--- src/rtl/arbiter_requester_if.sv ---
// rtl/arbiter_requester_if.sv - job push, arbiter handshake and status bundle for arbiter_requester
interface arbiter_requester_if;
    logic       job_valid;
    logic [3:0] job_len;
    logic       job_ready;
    logic       g;
    logic       r;
    logic       beat;
    logic       done;
    logic       timeout;
    logic       error;
    logic       busy;
    logic [1:0] req_state;

    // Environment side: pushes jobs and plays the arbiter grant
    modport master (
        output job_valid, job_len, g,
        input  job_ready, r, beat, done, timeout, error, busy, req_state
    );

    // Requester side
    modport slave (
        input  job_valid, job_len, g,
        output job_ready, r, beat, done, timeout, error, busy, req_state
    );
endinterface

--- src/rtl/arbiter_requester.sv ---
// rtl/arbiter_requester.sv - queued burst requester with grant timeout, retry and drop
module arbiter_requester #(
    parameter logic [7:0]  TIMEOUT_CYCLES = 8'd15,
    parameter int unsigned MAX_RETRIES    = 3
) (
    input  logic               clk,
    input  logic               rst_n,
    arbiter_requester_if.slave bus
);
    typedef enum logic [1:0] {
        ST_IDLE = 2'b00,
        ST_REQ  = 2'b01,
        ST_XFER = 2'b10,
        ST_REL  = 2'b11
    } state_e;

    state_e     state_q;
    logic [3:0] fifo_q [4];
    logic [1:0] wr_ptr_q;
    logic [1:0] rd_ptr_q;
    logic [2:0] count_q;
    logic [2:0] count_d;
    logic [3:0] beats_q;
    logic [7:0] wait_q;
    logic [7:0] retry_q;
    logic       retry_pend_q;

    logic full;
    logic push;
    logic pop;
    logic beat_w;
    logic last_w;
    logic tmo_w;
    logic drop_w;

    // Queue handshake and event decodes; all derived from registered state plus g
    always_comb begin
        full   = (count_q == 3'd4);
        push   = bus.job_valid && !full;
        pop    = (state_q == ST_IDLE) && (count_q != 3'd0);
        beat_w = (state_q == ST_XFER) && bus.g;
        last_w = beat_w && (beats_q == 4'd1);
        tmo_w  = (state_q == ST_REQ) && !bus.g && (wait_q == TIMEOUT_CYCLES - 8'd1);
        drop_w = tmo_w && (retry_q == 8'(MAX_RETRIES - 1));
    end

    // Occupancy: a push and a pop in the same cycle cancel out
    always_comb begin
        count_d = count_q;
        case ({push, pop})
            2'b10:   count_d = count_q + 3'd1;
            2'b01:   count_d = count_q - 3'd1;
            default: count_d = count_q;
        endcase
    end

    // Queue storage needs no reset; only the pointers define what is valid
    always_ff @(posedge clk) begin
        if (push) begin
            fifo_q[wr_ptr_q] <= bus.job_len;
        end
    end

    // Queue pointers and occupancy
    always_ff @(posedge clk or negedge rst_n) begin
        if (!rst_n) begin
            wr_ptr_q <= 2'd0;
            rd_ptr_q <= 2'd0;
            count_q  <= 3'd0;
        end else begin
            if (push) begin
                wr_ptr_q <= wr_ptr_q + 2'd1;
            end
            if (pop) begin
                rd_ptr_q <= rd_ptr_q + 2'd1;
            end
            count_q <= count_d;
        end
    end

    // Request FSM with beat, wait and retry counters
    always_ff @(posedge clk or negedge rst_n) begin
        if (!rst_n) begin
            state_q      <= ST_IDLE;
            beats_q      <= 4'd0;
            wait_q       <= 8'd0;
            retry_q      <= 8'd0;
            retry_pend_q <= 1'b0;
        end else begin
            case (state_q)
                ST_IDLE: begin
                    if (pop) begin
                        beats_q      <= fifo_q[rd_ptr_q];
                        wait_q       <= 8'd0;
                        retry_q      <= 8'd0;
                        retry_pend_q <= 1'b0;
                        state_q      <= ST_REQ;
                    end
                end
                ST_REQ: begin
                    if (bus.g) begin
                        wait_q  <= 8'd0;
                        state_q <= ST_XFER;
                    end else if (tmo_w) begin
                        retry_q      <= retry_q + 8'd1;
                        retry_pend_q <= !drop_w;
                        state_q      <= ST_REL;
                    end else begin
                        wait_q <= wait_q + 8'd1;
                    end
                end
                ST_XFER: begin
                    // A withdrawn grant simply stalls here; no timeout applies
                    if (bus.g) begin
                        beats_q <= beats_q - 4'd1;
                        if (last_w) begin
                            state_q <= ST_REL;
                        end
                    end
                end
                default: begin
                    // One cycle with r low lets the arbiter fall back to idle
                    wait_q       <= 8'd0;
                    retry_pend_q <= 1'b0;
                    state_q      <= retry_pend_q ? ST_REQ : ST_IDLE;
                end
            endcase
        end
    end

    assign bus.job_ready = !full;
    assign bus.r         = (state_q == ST_REQ) || (state_q == ST_XFER);
    assign bus.beat      = beat_w;
    assign bus.done      = last_w;
    assign bus.timeout   = tmo_w;
    assign bus.error     = drop_w;
    assign bus.busy      = (state_q != ST_IDLE);
    assign bus.req_state = state_q;
endmodule

--- src/flat_wrapper.sv ---
// flat-port wrapper written by rule: the top's interface ports become plain ports
module arbiter_requester_flat 
#(
    parameter logic [7:0]  TIMEOUT_CYCLES = 8'd15,
    parameter int unsigned MAX_RETRIES    = 3
)
  (clk, rst_n, bus_job_valid, bus_job_len, bus_g, bus_job_ready, bus_r, bus_beat, bus_done, bus_timeout, bus_error, bus_busy, bus_req_state);
  arbiter_requester_if bus_i ();
  input  logic clk;
  input  logic rst_n;
  input wire logic [$bits(bus_i.job_valid)-1:0] bus_job_valid;
  input wire logic [$bits(bus_i.job_len)-1:0] bus_job_len;
  input wire logic [$bits(bus_i.g)-1:0] bus_g;
  output wire logic [$bits(bus_i.job_ready)-1:0] bus_job_ready;
  output wire logic [$bits(bus_i.r)-1:0] bus_r;
  output wire logic [$bits(bus_i.beat)-1:0] bus_beat;
  output wire logic [$bits(bus_i.done)-1:0] bus_done;
  output wire logic [$bits(bus_i.timeout)-1:0] bus_timeout;
  output wire logic [$bits(bus_i.error)-1:0] bus_error;
  output wire logic [$bits(bus_i.busy)-1:0] bus_busy;
  output wire logic [$bits(bus_i.req_state)-1:0] bus_req_state;
  assign bus_i.job_valid = bus_job_valid;
  assign bus_i.job_len = bus_job_len;
  assign bus_i.g = bus_g;
  assign bus_job_ready = bus_i.job_ready;
  assign bus_r = bus_i.r;
  assign bus_beat = bus_i.beat;
  assign bus_done = bus_i.done;
  assign bus_timeout = bus_i.timeout;
  assign bus_error = bus_i.error;
  assign bus_busy = bus_i.busy;
  assign bus_req_state = bus_i.req_state;
  arbiter_requester #(.TIMEOUT_CYCLES(TIMEOUT_CYCLES), .MAX_RETRIES(MAX_RETRIES)) u_core (.clk(clk), .rst_n(rst_n), .bus(bus_i));
endmodule
--- config.mk ---
export PLATFORM = sky130hd
export DESIGN_NAME = arbiter_requester_flat
export DESIGN_NICKNAME = d
export VERILOG_FILES = /design/src/rtl/arbiter_requester_if.sv /design/src/rtl/arbiter_requester.sv /design/src/flat_wrapper.sv
export SDC_FILE = /design/constraint.sdc
export NUM_CORES = 1
export LEC_CHECK = 0
export CAP_MARGIN = 20
export CORE_ASPECT_RATIO = 0.9
export CORE_MARGIN = 4
export CORE_UTILIZATION = 53
export DETAILED_ROUTE_END_ITERATION = 8
export PLACE_DENSITY = 0.76
export REMOVE_ABC_BUFFERS = 1
export SYNTH_ARGS = -nofsm -noshare
export SYNTH_HDL_FRONTEND = slang
export SYNTH_SLANG_ARGS = --single-unit
export TNS_END_PERCENT = 10
--- constraint.sdc ---
create_clock -name clk -period 1.81 [get_ports clk]
set_input_delay 0.181 -clock clk [delete_from_list [all_inputs] [get_ports clk]]
set_output_delay 0.181 -clock clk [all_outputs]
set_load 0.01 [all_outputs]
==> results.toml <==
[run_status]
status = "finished, violations left"
violations = "setup timing"

[yosys]
synth-seq-cells = 46
ys_async_sr_fraction_pct = 65.2
synth_top_area_share_pct = 30.6
ys_seq_area_share_pct = 50.1
synth_area_mm2 = 0.00246
synth.area.top_cells = "dfrtp_1, edfxtp_1, ha_1, mux4_2, nand2_1"
synth_edf_count = 16
syn_area_per_cell_um2 = 11.6
ys_types = 51
synth.top_cells.by_count = "dfrtp_1, nand2_1, edfxtp_1"
syn-instance-count = 212
synth_largest_area_cell = "dfrtp_1"
yosys_warnings = 0
synth_most_common_cell = "dfrtp_1"
ys.flop_type = "dfrtp_1"

[finish]
area_growth_pct = 33.2
n_antenna_cell = 0
multi_input_area_mm2 = 0.00127
post-route-cell-area_mm2 = 0.00327
num-nets-final = 306
utilization_pct = 73.3
fill_cells = 295
regArea_mm2 = 0.00123
drive_gt1_share_pct = 36.7

[drt]
initialDrtViolationCount = 113
ant_nets = 0
wirelength_um = 5410
post-route-drc-count = 0
vias = 1907
drtPass1Iterations = 4
vias_per_cell = 5.53
avgRoutedWirePerCell_um = 15.7

[clock_tree]
clk_pin_slew_ns = 0.09
cts_htree_levels = 2
cts_tree = "done"
cts_sinks = 46
numCtsBuffers = 5
cts_buffer_depth = 2
postCtsHoldBufs = 0
cts-root-buf = "clkbuf_8"
clk_latency_ns = 0.30

[floorplan]
io_pins = 17
die-area_mm2 = 0.00579
row_count = 23
initial_core_util_pct = 55.1
die_h_um = 72.6
core_mm2 = 0.00446
die_w_um = 79.8

[hold_path]
hold_class = "primary input to asynchronous set/reset pin"

[critical_path]
worstRegToRegCells = 8
regToRegEndpoint = "u_core.wait_q[4]"
startpoint_type = "register"
worstSetupEndpointType = "output pin"
rr_startpoint = "u_core.bus.req_state[0]"
critPathKind = "register to output pin"
cp.required_ns = 1.63
r2r_slack_ns = -0.05
cp_data_arrival_time_ns = 1.70
worst-path-max-fanout = 3

[timing]
fin_crit_ns = 1.88
hold_viol_final = 0
fin_skew_ns = 0.00682
period_share_pct = 104
max_freq_ghz = 0.533
fin_tns_setup_ns = -0.215
final_max_slew_viol_count = 0
setup_viol = 9
whs_ns = 0.270
timing.final.ws_setup_ns = -0.0675
rsz0062_at_grt = "true"
max_slew_margin_pct = 73.8
tightest_slew_ns = 0.393

[pwr]
powerDensity_mw_per_mm2 = 1450
power.leakage_nw = 1.41
peakVddDrop_v = 0.000998

[global_route]
grt_start_max_net_pins = 31
grt_pass1_vias = 1948
grt.overflow.total = 0
grt_pass1_wl_um = 9050
grt_antenna_before_repair = 0
track_usage_pct = 20.4

[placement]
preCtsSetupSlack_ns = -0.292
portBuffers = 16
place_area_mm2 = 0.00302
place_hpwl_um = 3740
gp_congestion = 0.817

[flow_run]
maxCapViolCount = 0
-- cells in the final DEF, fill, tap and decap left out, types with 3 or more instances in the layout --
cell	count
and3_1	7
buf_4	46
nand3_1	10
a31oi_1	7
o21ai_1	4
nor4_1	3
clkbuf_8	6
dfrtp_1	28
xnor2_1	4
edfxtp_1	16
clkdlybuf4s50_1	11
inv_2	6
nor2_2	3
mux2_2	4
mux4_2	4
o21ai_0	10
mux2i_1	4
a21oi_1	3
ha_4	4
buf_6	6
nor2_1	7
inv_1	8
ha_1	11
nand2_1	15
-- per-stage QoR --
| stage | total power [mW] | std cells |
|---|---|---|
| floorplan | 2.77 | 209 |
| global placement | 3.71 | 332 |
| detailed placement | 3.79 | 332 |
| CTS | 4.54 | 342 |
| global route | 5.07 | 345 |
| finish | 4.76 | 345 |
-- registers in the layout (all words and copies together) (netlist names) --
| register | count |
|---|---|
| u_core.wr_ptr_q | 2 |
| u_core.count_q | 3 |
| u_core.rd_ptr_q | 2 |
| u_core.retry_pend_q | 1 |
| u_core.fifo_q | 16 |
| u_core.beats_q | 4 |
| u_core.wait_q | 8 |
| u_core.retry_q | 8 |
| u_core.bus.req_state | 2 |
-- area by class of cell --
cell class | count | area share (%)
clock buffers | 6 | 2.52
clock inverters | 2 | 0.383
inverters | 14 | 1.61
multi-input cells | 149 | 38.8
flip-flops and latches | 46 | 37.7
well taps | 62 | 2.37
repair buffers | 66 | 16.6
-- cells by family (layout without fill, tap and decap cells) --
logic type               Yosys count  after routing  share of synthesized area [%]
AND/OR/NAND/NOR                   73             73                           17.4
flip-flops                        46             46                           50.1
XOR/XNOR                           6              6                           2.14
adder cells (fa/ha/maj)           16             16                           8.46
AO/OA/AOI/OAI                     41             41                           11.6
multiplexers                      13             13                           7.59
buffers and inverters             17             88                           2.65
-- critical path, cell delays in order, from the launching register on --
cell	delay (ns)
dfrtp_1	0.40
or3_4	0.39
or3_4	0.40
nor2_2	0.08
buf_2	0.13
-- metal layers --
layer	wire length [µm]	vias up	GRT usage [%]
met1	2400	937	26.5
met3	151	11	3.70
met2	2740	31	34.5
met4	115	0	7.50
li1	-	928	-
met5	0	-	0
-- where the power goes --
group          switching (mW)  leakage (nW)  internal, mW
logic                    1.18         0.828          1.36
clock network           0.347        0.0472         0.307
registers               0.223         0.534          1.34
-- what timing repair did --
item | 4_1_cts | 5_1_grt
resized for setup | 21 | 29
endpoints found under the hold margin | 0 | 0
setup buffers | 2 | 3
pin swaps | 9 | 16
setup endpoints to repair | 25 | 29
cloned | 0 | 0
-- worst max path at each step --
stage | slack (ns) | startpoint | endpoint
after floorplan | -0.28 | u_core.bus.req_state[0] | u_core.count_q[2]
after global placement | -0.29 | bus_g | bus_error
after detailed placement | -0.29 | bus_g | bus_error
after CTS | -0.07 | u_core.wait_q[6] | bus_error
after global routing | -0.12 | u_core.wait_q[0] | u_core.wait_q[4]
final | -0.07 | u_core.wait_q[6] | bus_error
Power figures use the tool's default switching activity.
